$ cat src/rtl/alu_result_pipe.sv
`default_nettype none
// ============================================================================
// Module   : alu_result_pipe
// Purpose  : Execute-to-memory pipeline stage that sits right after the ALU.
//            A 2-entry skid buffer (main + skid) holds the ALU result, its
//            flags and the destination tag. Valid/ready handshakes are used
//            on both sides. The architectural NZCV register is updated when
//            a flag-setting op retires. A saturating counter tracks retired
//            ops that overflowed.
// Ports    : clk, rst_n                    - clock, async active-low reset
//            in_valid/in_ready             - upstream handshake (ready is
//                                            registered)
//            in_resultado, in_rd, in_we    - ALU result, dest tag, RF write
//            in_cout/zero/neg/overflow     - ALU flags
//            in_set_flags                  - op updates NZCV on retire
//            flush                         - squash all buffered entries
//            out_valid/out_ready           - downstream handshake
//            out_resultado, out_rd, out_we - head entry fields
//            out_flags                     - head flags {neg,zero,cout,ovf}
//            nzcv_q                        - architectural flags {N,Z,C,V}
//            ovf_count                     - saturating overflow retire count
// Revision : 1.0 - initial release
// ============================================================================
module alu_result_pipe #(
  parameter int N     = 32,
  parameter int REG_W = 4,
  parameter int CNT_W = 16
) (
  input  logic             clk,
  input  logic             rst_n,
  input  logic             in_valid,
  output logic             in_ready,
  input  logic [N-1:0]     in_resultado,
  input  logic             in_cout,
  input  logic             in_zero,
  input  logic             in_neg,
  input  logic             in_overflow,
  input  logic [REG_W-1:0] in_rd,
  input  logic             in_we,
  input  logic             in_set_flags,
  input  logic             flush,
  output logic             out_valid,
  input  logic             out_ready,
  output logic [N-1:0]     out_resultado,
  output logic [REG_W-1:0] out_rd,
  output logic             out_we,
  output logic [3:0]       out_flags,
  output logic [3:0]       nzcv_q,
  output logic [CNT_W-1:0] ovf_count
);

  // Entry layout: {result, rd, we, set_flags, neg, zero, cout, overflow}
  localparam int ENT_W = N + REG_W + 6;
  localparam logic [CNT_W-1:0] C_CNT_MAX = '1;

  typedef enum logic [1:0] {
    EMPTY = 2'd0,
    ONE   = 2'd1,
    FULL  = 2'd2
  } state_t;

  state_t             r_state;
  state_t             w_state_nxt;
  logic [ENT_W-1:0]   r_main;
  logic [ENT_W-1:0]   r_skid;
  logic               r_in_ready;
  logic               r_out_valid;
  logic [3:0]         r_nzcv;
  logic [CNT_W-1:0]   r_ovf_count;

  logic [ENT_W-1:0]   w_in_ent;
  logic               w_acc;
  logic               w_ret;
  logic               w_load_main_in;
  logic               w_load_main_skid;
  logic               w_load_skid;

  assign w_in_ent = {in_resultado, in_rd, in_we, in_set_flags,
                     in_neg, in_zero, in_cout, in_overflow};

  // An input offered during a flush is discarded, so it never counts as
  // accepted. A retire still completes in the flush cycle.
  assign w_acc = in_valid & r_in_ready & ~flush;
  assign w_ret = r_out_valid & out_ready;

  // --------------------------------------------------------------------------
  // Occupancy FSM: state register
  // --------------------------------------------------------------------------
  always_ff @(posedge clk or negedge rst_n) begin
    if (!rst_n) begin
      r_state <= EMPTY;
    end else begin
      r_state <= w_state_nxt;
    end
  end

  // --------------------------------------------------------------------------
  // Occupancy FSM: next state and entry load controls
  // --------------------------------------------------------------------------
  always_comb begin
    w_state_nxt      = r_state;
    w_load_main_in   = 1'b0;
    w_load_main_skid = 1'b0;
    w_load_skid      = 1'b0;
    unique case (r_state)
      EMPTY: begin
        if (w_acc) begin
          w_state_nxt    = ONE;
          w_load_main_in = 1'b1;
        end
      end
      ONE: begin
        if (w_acc && !w_ret) begin
          w_state_nxt = FULL;
          w_load_skid = 1'b1;
        end else if (!w_acc && w_ret) begin
          w_state_nxt = EMPTY;
        end else if (w_acc && w_ret) begin
          w_load_main_in = 1'b1;
        end
      end
      FULL: begin
        // in_ready is low here, so no accept can coincide with the retire.
        if (w_ret) begin
          w_state_nxt      = ONE;
          w_load_main_skid = 1'b1;
        end
      end
      default: begin
        w_state_nxt = EMPTY;
      end
    endcase
    if (flush) begin
      w_state_nxt      = EMPTY;
      w_load_main_in   = 1'b0;
      w_load_main_skid = 1'b0;
      w_load_skid      = 1'b0;
    end
  end

  // --------------------------------------------------------------------------
  // Entry storage and registered handshake outputs. Main is left untouched
  // when it is not reloaded, which keeps out_* stable under backpressure.
  // --------------------------------------------------------------------------
  always_ff @(posedge clk or negedge rst_n) begin
    if (!rst_n) begin
      r_main      <= '0;
      r_skid      <= '0;
      r_in_ready  <= 1'b1;
      r_out_valid <= 1'b0;
    end else begin
      if (w_load_main_in) begin
        r_main <= w_in_ent;
      end else if (w_load_main_skid) begin
        r_main <= r_skid;
      end
      if (w_load_skid) begin
        r_skid <= w_in_ent;
      end
      r_in_ready  <= (w_state_nxt != FULL);
      r_out_valid <= (w_state_nxt != EMPTY);
    end
  end

  // --------------------------------------------------------------------------
  // Retire side effects: NZCV update and saturating overflow counter
  // --------------------------------------------------------------------------
  always_ff @(posedge clk or negedge rst_n) begin
    if (!rst_n) begin
      r_nzcv      <= 4'd0;
      r_ovf_count <= '0;
    end else if (w_ret) begin
      if (r_main[4]) begin
        r_nzcv <= r_main[3:0];
      end
      if (r_main[0] && (r_ovf_count != C_CNT_MAX)) begin
        r_ovf_count <= r_ovf_count + 1'b1;
      end
    end
  end

  assign in_ready      = r_in_ready;
  assign out_valid     = r_out_valid;
  assign out_resultado = r_main[ENT_W-1 -: N];
  assign out_rd        = r_main[REG_W+5:6];
  assign out_we        = r_main[5];
  assign out_flags     = r_main[3:0];
  assign nzcv_q        = r_nzcv;
  assign ovf_count     = r_ovf_count;

endmodule
`default_nettype wire

$ cat config.mk
export PLATFORM = sky130hd
export DESIGN_NAME = alu_result_pipe
export DESIGN_NICKNAME = d
export VERILOG_FILES = /design/src/rtl/alu_result_pipe.sv
export SDC_FILE = /design/constraint.sdc
export NUM_CORES = 1
export LEC_CHECK = 0
export CAP_MARGIN = 15
export CORE_MARGIN = 1
export CORE_UTILIZATION = 51
export CTS_CLUSTER_DIAMETER = 40
export DETAILED_ROUTE_END_ITERATION = 10
export PLACE_DENSITY = 0.8
export SLEW_MARGIN = 20
export SYNTH_ARGS = -nofsm -noshare
export SYNTH_HDL_FRONTEND = slang
export SYNTH_SLANG_ARGS = --single-unit
$ cat constraint.sdc
create_clock -name clk -period 2.25 [get_ports clk]
set_input_delay 0.3375 -clock clk [delete_from_list [all_inputs] [get_ports clk]]
set_output_delay 0.3375 -clock clk [all_outputs]
set_load 0.02 [all_outputs]
==> reports/qor.yml <==
timing:
  tightest_slew_ns: 0.396
  drv_slew: 0
  finalSetupViolations: 0
  report.final.hold_viol_count: 0
  rsz0062_at_grt: "no"
  max_freq_mhz: 516
  fin_worst_skew_ns: 0.0128
  relSlewSlack_pct: 73.4
  finalSetupTns_ns: 0
  period_share_pct: 86.2
  whs_ns: 0.424
  min_period_ns: 1.94
power:
  p_leak_uw: 0.00277
  power.density_nw_per_um2: 1090
  max-vdd-ir-drop_mv: 0.700
global_routing:
  grtUsageMet1_pct: 23.9
  grt_pass1_wl_um: 15300
  antenna_found_initial: 0
  grt_busiest_layer: "met2"
  grt_pass1_vias: 3178
  overflow: 0
  grt_usage_pct: 19.3
  grt_start_max_net_pins: 44
  met3_usage_pct: 5.20
  met2_usage_pct: 32.0
cells_and_area:
  fillerInstances: 764
  seq_area_um2: 2700
  finalNetCount: 506
  area_growth_pct: 25.1
  final_cells: 596
  drive_gt1_share_pct: 34.6
  multiInputGateArea_um2: 2030
synthesis:
  synth_common_cells: "dfrtp_1 (107), mux2_2 (104), buf_4 (40), mux2_4 (20)"
  synth_nets: 423
  ys.flop_type: "dfrtp_1"
  yosys_warnings: 0
  synth_cells: 375
  ys_seq_area_share_pct: 52.9
  synth.most_common_cell: "dfrtp_1"
  synth_top_area_share_pct: 52.4
  synthTopCellsByArea: "dfrtp_1 (52%), mux2_2 (23%), buf_4 (5.9%)"
  synth_edf_count: 0
  yosys.area.top_type: "dfrtp_1"
  synth.avg_cell_area_um2: 13.6
  syn_area_um2: 5110
  ys_ff_latch: 108
  ys_async_sr_fraction_pct: 100
  yosysUniqueCellTypes: 38
routing:
  drt_iter0_drc: 56
  vias: 3090
  first_pass_iters: 4
  wirelength_um: 9450
  wl_per_cell_um: 15.9
  drc_errors: 0
  viasPerCell: 5.18
  ant_nets: 0
placed_design:
  dpl.cell_count: 579
  gp_congestion: 0.829
  portBuffers: 109
  hpwl_um: 6860
critical_path:
  arrival_ns: 2.20
  cp-start-kind: "flop"
  path_class: "flop to flop"
  worstSetupEndpointType: "flop"
  worst_ep_required_time_ns: 2.51
  crit_fanout: 24
clock_tree:
  cts_setup_buffers: 0
  clk_pin_slew_ns: 0.09
  cts_sinks: 108
  cts_buffer_depth: 2
  cts_tree: "yes"
  worstSkewPairLatency_ns: 0.37
  numCtsBuffers: 9
  htreeDepth: 3
  clockRootBuffer: "clkbuf_8"
  postCtsResizedCells: 0
hold_path:
  hp-class: "input port to asynchronous set/reset pin"
die:
  die_h_um: 102
  num_io_pins: 110
  coreArea_um2: 9730
  rows: 36
  fp.dieW_um: 102
  initial_core_util_pct: 52.6
  die-area_um2: 10400
job:
  drv_cap: 0
run_status:
  outcome: "finished clean"
cells by family after synthesis:
group / Yosys count / share of synthesized area (%)
mux: 124 / 28.8
flops: 108 / 52.9
buf+inv: 59 / 7.71
simple gates: 50 / 5.65
compound gates: 20 / 2.52
xor+xnor: 13 / 2.23
fa+ha+maj: 1 / 0.245
registers in the layout, summed over array words and instances, names as in the netlist:
register / cells
r_state: 2
ovf_count: 16
r_main: 42
nzcv_q: 4
in_ready: 1
r_skid: 42
out_valid: 1
what timing repair did:
action | 4_1_cts | 5_1_grt
endpoints found under the setup margin | 0 | 0
endpoints found under the hold margin | 26 | 0
hold buffers | 1 | 0
metrics by stage:
step	utilization [%]	setup slack (ns)	cell area, um^2	power [uW]
3_3_place_gp	63.9	0.00786	6210	5820
3_5_place_dp	63.9	0.0100	6210	5950
5_1_grt	65.7	0.259	6390	7330
6_report	65.7	0.311	6390	6940
2_1_floorplan	-	0.226	5110	5160
4_1_cts	65.7	0.312	6390	7030
cell usage in the layout, fill, tap and decap left out, types with 2 or more instances in the layout:
cell / count
clkbuf_8: 10
and4_1: 2
nor3_1: 3
buf_12: 7
buf_4: 10
clkbuf_1: 2
nand4b_1: 3
xor2_1: 4
nand2_1: 9
nand3b_1: 2
clkinvlp_4: 2
o21ai_0: 6
a21oi_1: 3
a22oi_1: 3
inv_1: 5
dfrtp_1: 107
nand3_1: 8
xnor2_1: 9
clkdlybuf4s50_1: 108
nand4_1: 7
mux2_2: 104
nand2b_1: 2
nor2_1: 7
mux2_4: 20
worst paths after layout:
| check | startpoint | end | slack [ns] | depth (start not counted) |
|---|---|---|---|---|
| worst max-delay path | in_ready | r_main[0] | 0.31 | 5 |
| worst min-delay path | rst_n | ovf_count[15] | 0.42 | 2 |
| worst max register to register | in_ready | r_main[0] | 0.31 | 5 |
| worst min register to register | nzcv_q[3] | nzcv_q[3] | 0.49 | 2 |
| max in group asynchronous | rst_n | r_main[9] | 1.21 | 3 |
| min in group clk | nzcv_q[3] | nzcv_q[3] | 0.49 | 2 |
area by class of cell:
| type | count | area share, % |
|---|---|---|
| Tap cell | 133 | 2.60 |
| Clock inverter | 3 | 0.372 |
| Timing Repair Buffer | 126 | 20.4 |
| Clock buffer | 12 | 2.27 |
| Sequential cell | 108 | 42.3 |
| Inverter | 5 | 0.293 |
| Antenna cell | 1 | 0.0391 |
| Multi-Input combinational cell | 208 | 31.7 |
layer usage:
metal  wire, um  up-vias
met5          0        -
met1       4110     1541
met3        504       13
met2       4680       85
met4        163        0
li1           -     1451
where the power goes:
part | total (uW) | internal (uW) | switching (uW)
combinational | 2780 | 1670 | 1110
clock | 1060 | 430 | 630
sequential | 3100 | 2680 | 425
critical path, stage by stage (launching register included):
cell and delay, ns:
dfstp_2 0.57, nand3b_1 0.13, or3_4 0.39, buf_12 0.19, mux2_4 0.30, mux2_4 0.25
Note: power is estimated with default switching activity, not from simulation.
==> RTL edit 1 (same flow settings) <==
Change the parameter `CNT_W` from 16 to 14.
--- a/src/rtl/alu_result_pipe.sv
+++ b/src/rtl/alu_result_pipe.sv
@@ -24,7 +24,7 @@
 module alu_result_pipe #(
   parameter int N     = 32,
   parameter int REG_W = 4,
-  parameter int CNT_W = 16
+  parameter int CNT_W = 14
 ) (
   input  logic             clk,
   input  logic             rst_n,
Ports: changed (resized ovf_count); port bits go from 110 to 108. The function was not compared with the original's and may differ.
==> RTL edit 1 against the unedited design <==
  * Die area is 1.8% lower
  * Largest cell class unchanged
  * Count of clock-buffer cells in the layout is 1 higher
  * Cell area down 1.9%
  * First-iteration DRC count is 21% higher
  * Wire length decreased by 5.1%
  * Sequential cell count fell by 2
  * Fmax shrank 3.9%
  * Power grew 3.1%
  * Final cell count is 2.7% lower
  * Via count fell by 2.2%
  * Setup slack got worse by 79 ps
  * Critical path depth grew 1
  * Area after synthesis fell by 1.8%
==> RTL edit 1: results (changes against the unedited design) <==
- DP HPWL: 6.42 mm (was 6.86 mm)
- Peak supply drop: 0.000621 V (was 0.000700 V)
- First-pass DRT Iterations: 4 (unchanged)
- Crit-path leading delay family: buffers and inverters (was flip-flops)
- Outcome: finished clean (unchanged)
- Ys flop type: dfrtp_1 (unchanged)
- Multiplexer area fraction after synthesis: 30.4% (was 28.8%)
- Worst Path Max Fanout: 27 (was 24)
- CP peak stage delay: 660 ps (was 570 ps)
- Post-CTS repair timing setup buffer count: 0 (unchanged)
- Ys Warns: 0 (unchanged)
- Average wire per standard cell: 15.5 um (was 15.9 um)
- Latest clock arrival within the worst-skew pair: 360 ps
- Filler instances: 722 (was 764)
- Placement Setup Slack: -128 ps (was 10.0 ps)
- Final WL: 8.97 mm (was 9.45 mm)
- Main area contributors after synthesis: dfrtp_1 (52%), mux2_2 (24%), buf_4 (6.1%), mux2_4 (6.0%), xor2_1 (0.87%) (was dfrtp_1 (52%), mux2_2 (23%), buf_4 (5.9%), mux2_4 (5.9%), xnor2_1 (1.5%))
- Most frequent cells after synthesis: mux2_2 (108), dfrtp_1 (105), buf_4 (41) (was dfrtp_1 (107), mux2_2 (104), buf_4 (40))
- Netlist cell types: 37 (was 38)
- DRT iter0 DRCs: 68 (was 56)
- Setup Skew: 10.8 ps (was 12.8 ps)
- Total track usage: 18.8% (was 19.3%)
- Nets@finish: 494 (was 506)
- CP required: 2490 ps (was 2510 ps)
- Most common cell in the netlist: mux2_2 (was dfrtp_1)
- Diodes inserted: 0 (was 1)
- Root buffer cell: clkbuf_8 (unchanged)
- Worst-path clk slew: 90 ps (about the same)
- First-pass GRT wire length: 14.7 mm (was 15.3 mm)
- Synth async-reset ratio: 100% (unchanged)
- CTS H-Tree Depth: 3 (unchanged)
- Via count: 3021 (was 3090)
- Compound-cell area share of the yosys netlist: 2.86% (was 2.52%)
- Largest net degree at the start of global routing: 45 (was 44)
- Layout cells sized above 1: 36.4% (was 34.6%)
- Clock buffers created by TritonCTS: 9 (unchanged)
- Static leakage: 2.73 nW (was 2.77 nW)
- Global placer's final weighted congestion: 0.856 (was 0.829)
- Port Buffers: 107 (was 109)
- Cells after DPL: 563 (was 579)
- Xor-xnor portion of the synthesized cell area: 1.40% (was 2.23%)
- Synth Area in Adders: 0.249% (was 0.245%)
- Slew HR: 60.8% (was 73.4%)
- Initial antenna violation count: 0 (unchanged)
- Clk buf depth: 2 (unchanged)
- Slowest-stage cell, CP: clkdlybuf4s50_1 (was dfstp_2)
- Mean post-synth cell area: 13.7 um^2 (was 13.6 um^2)
- Seq/Total Area, Yosys: 52.8% (was 52.9%)
- Hold buffers post-CTS: 1 (unchanged)
- Post-cts sizing count: 0 (unchanged)
- Syn nets: 414 (was 423)
- Hold Path Class: reg -> reg (was in -> async)
-- RTL edit 1: cell count changes after synthesis, sizes merged, moves of 2 or more --
cell	before	now
xnor2	9	3
mux2	124	128
a31oi	0	3
nand4b	3	0
and4	2	0
dfrtp	107	105
inv	5	3
nand2	9	11
nand4	7	5
nor3	3	5
-- RTL edit 1: cell families after synthesis --
kind of cell / Yosys count
AO/OA/AOI/OAI: 21
AND/OR/NAND/NOR: 44
flip-flops: 106
buffers and inverters: 57
adder cells (fa/ha/maj): 1
XOR/XNOR: 8
multiplexers: 129
-- RTL edit 1: power by group --
part	switching (mW)	internal, mW	total, mW	leakage (nW)
Combinational	1.13	1.75	2.88	1.32
Clock	0.603	0.553	1.16	0.0982
Sequential	0.437	2.68	3.12	1.31
-- RTL edit 1: metal layers --
layer | up-vias | global-route usage (%) | wire, um | share of wire, %
li1 | 1418 | - | - | -
met1 | 1496 | 24.5 | 4110 | 46
met2 | 95 | 29.8 | 4170 | 47
met3 | 12 | 4.83 | 532 | 5.9
met4 | 0 | 8.25 | 158 | 1.8
met5 | - | 0 | 0 | 0
-- RTL edit 1: layout make-up --
class                      instances  area [um^2]  share of cell area [%]
sequential                       106         2650                    42.3
inverter                           3         11.3                   0.179
multi-input combinational        203         1990                    31.7
clock inverter                     3         47.5                   0.758
timing repair buffer             123         1270                    20.2
clock buffer                      13          149                    2.37
tap                              129          161                    2.57
-- RTL edit 1: final timing paths --
kind                           start    endpoint  slack (ps)  depth (start not counted)
max                        out_ready  r_main[39]         230                          6
min                        r_skid[1]   r_main[1]         490                          2
max reg2reg                 in_ready  r_main[39]         330                          5
min reg2reg                r_skid[1]   r_main[1]         490                          2
max in group asynchronous      rst_n   nzcv_q[0]        1010                          3
min in group asynchronous      rst_n  r_main[33]         510                          2
-- RTL edit 1: tightest hold or removal path, cell delays in order (launching register included) --
cell and delay, ps:
dfrtp_1 350, a22oi_1 70, nand2_1 50
-- RTL edit 1: stage by stage --
| stage | setup TNS (ps) | area, um^2 |
|---|---|---|
| final | 0 | 6280 |
| after global routing | 0 | 6280 |
| after CTS | 0 | 6280 |
| after detailed placement | -6780 | 6070 |
| after global placement | -1950 | 6070 |
| after floorplan | 0 | 5020 |
==> RTL edit 2 (same flow settings) <==
Without the edit above. Make the reset (`rst_n`) synchronous in 3 clocked blocks. Comments in the files are not updated.
--- a/src/rtl/alu_result_pipe.sv
+++ b/src/rtl/alu_result_pipe.sv
@@ -86,7 +86,7 @@
   // --------------------------------------------------------------------------
   // Occupancy FSM: state register
   // --------------------------------------------------------------------------
-  always_ff @(posedge clk or negedge rst_n) begin
+  always_ff @(posedge clk) begin
     if (!rst_n) begin
       r_state <= EMPTY;
     end else begin
@@ -142,7 +142,7 @@
   // Entry storage and registered handshake outputs. Main is left untouched
   // when it is not reloaded, which keeps out_* stable under backpressure.
   // --------------------------------------------------------------------------
-  always_ff @(posedge clk or negedge rst_n) begin
+  always_ff @(posedge clk) begin
     if (!rst_n) begin
       r_main      <= '0;
       r_skid      <= '0;
@@ -165,7 +165,7 @@
   // --------------------------------------------------------------------------
   // Retire side effects: NZCV update and saturating overflow counter
   // --------------------------------------------------------------------------
-  always_ff @(posedge clk or negedge rst_n) begin
+  always_ff @(posedge clk) begin
     if (!rst_n) begin
       r_nzcv      <= 4'd0;
       r_ovf_count <= '0;
Formal check against the unedited RTL: differs if rst_n is asserted again (counterexample within 4 cycles, from zero or initial values and one cycle with rst_n low); with rst_n held inactive, the same outputs for 10 cycles.
==> RTL edit 2 against the unedited design <==
  * Synthesized cell count is 48% higher
  * Clock skew rose by 1.7 ps
  * Sequential cell count unchanged
  * Largest cell class is now multi-input gates
  * Area after synthesis decreased by 3.3%
  * Setup slack better by 100 ps
  * Critical endpoint is now ovf_count[9]
  * Count of clock-buffer cells in the layout shrank 2
  * Critical path type is now reg -> out
  * Global-route usage up 2.4 points
  * Non-clock buffer count down 6
  * Wire length rose by 15%
  * Cell area down 5.7%
  * Critical path depth fell by 4
Power is not compared: it rests on default switching activity, and its combinational part moved more than twofold at a synthesized area within 25%.
==> RTL edit 2: results (changes against the unedited design) <==
- Outcome: finished clean (unchanged)
- Filler instances: 808 (was 764)
- Seq/Total Area, Yosys: 43.7% (was 52.9%)
- Worst r2r src: r_state[0] (was in_ready)
- Met2 Resource Use GR: 38.0% (was 32.0%)
- Layout cells sized above 1: 9.92% (was 34.6%)
- R2R setup slack: 540 ps (was 310 ps)
- Netlist cell types: 37 (was 38)
- Global placer's final weighted congestion: 0.792 (was 0.829)
- Most frequent cells after synthesis: dfxtp_1 (108), nand2_1 (101), mux2i_1 (55) (was dfrtp_1 (107), mux2_2 (104), buf_4 (40))
- Cells after synthesis: 554 (was 375)
- Worst setup path start: ovf_count[9] (was in_ready)
- Worst Path Max Fanout: 8 (was 24)
- M3 GR Usage: 3.47% (was 5.20%)
- Main area contributors after synthesis: dfxtp_1 (44%), mux2i_1 (11%), nand2_1 (7.7%), a211oi_2 (7.6%), buf_4 (6.7%) (was dfrtp_1 (52%), mux2_2 (23%), buf_4 (5.9%), mux2_4 (5.9%), xnor2_1 (1.5%))
- First-pass GRT wire length: 17.5 mm (was 15.3 mm)
- Crit-path leading delay family: buffers and inverters (was flip-flops)
- Data buffer area share: 20.3% (was 20.4%)
- Largest net degree at the start of global routing: 85 (was 44)
- Worst setup endpoint: ovf_count[9] (was r_main[0])
- DP HPWL: 7.36 mm (was 6.86 mm)
- DRT iter0 DRCs: 103 (was 56)
- Total track usage: 21.8% (was 19.3%)
- Global Route met1 Usage: 27.1% (was 23.9%)
- Placement Setup Slack: 97.0 ps (was 10.0 ps)
- Nets@finish: 658 (was 506)
- Count of clock buffers in the final design: 10 (was 12)
- CP peak stage delay: 660 ps (was 570 ps)
- Count of non-CTS inverters in the layout: 6 (was 5)
- Slew HR: 69.5% (was 73.4%)
- Worst hold slack: 458 ps (was 424 ps)
- Syn nets: 602 (was 423)
- Vias in the first global route: 3788 (was 3178)
- Hold Path Class: reg -> reg (was in -> async)
- Number of non-clock buffers in the layout: 120 (was 126)
- Synth async-reset ratio: 0% (was 100%)
- Cells after DPL: 728 (was 579)
- #MultiIn Comb: 365 (was 208)
- Area after DPL: 0.00585 mm^2 (was 0.00621 mm^2)
- Slowest-stage cell, CP: clkdlybuf4s50_1 (was dfstp_2)
- Core Area: 0.00933 mm^2 (was 0.00973 mm^2)
- Min Clock Period, post-route: 1840 ps (was 1940 ps)
- Diodes inserted: 0 (was 1)
- Arr. time, crit path: 1500 ps (was 2200 ps)
- Final Instance Count excl. Fillers: 744 (was 596)
- Final Power: about 3.6 mW
-- RTL edit 2: cell types whose count changed in the layout (fill, tap and decap cells not counted), moves of 7 or more --
| cell | before | now |
|---|---|---|
| mux2_4 | 20 | 0 |
| nor2_1 | 7 | 50 |
| a211oi_2 | 0 | 30 |
| dfrtp_1 | 107 | 0 |
| a21oi_1 | 3 | 54 |
| nand2b_1 | 2 | 9 |
| mux2i_1 | 0 | 55 |
| a211oi_1 | 0 | 12 |
| dfxtp_1 | 0 | 108 |
| mux2_2 | 104 | 0 |
| nand2_1 | 9 | 101 |
| xnor2_1 | 9 | 0 |
-- RTL edit 2: metal layers --
layer  vias up  routed length (um)  share of wire, %
li1       1989                   -                 -
met1      1897                5050                46
met2        91                5340                49
met3        10                 370               3.4
met4         0                 111               1.0
met5         -                   0                 0
-- RTL edit 2: cell families after synthesis --
group,after synthesis,synth area share (%)
compound gates,113,17.2
fa+ha+maj,1,0.253
buf+inv,81,10.3
flops,108,43.7
mux,55,11.1
simple gates,196,17.3
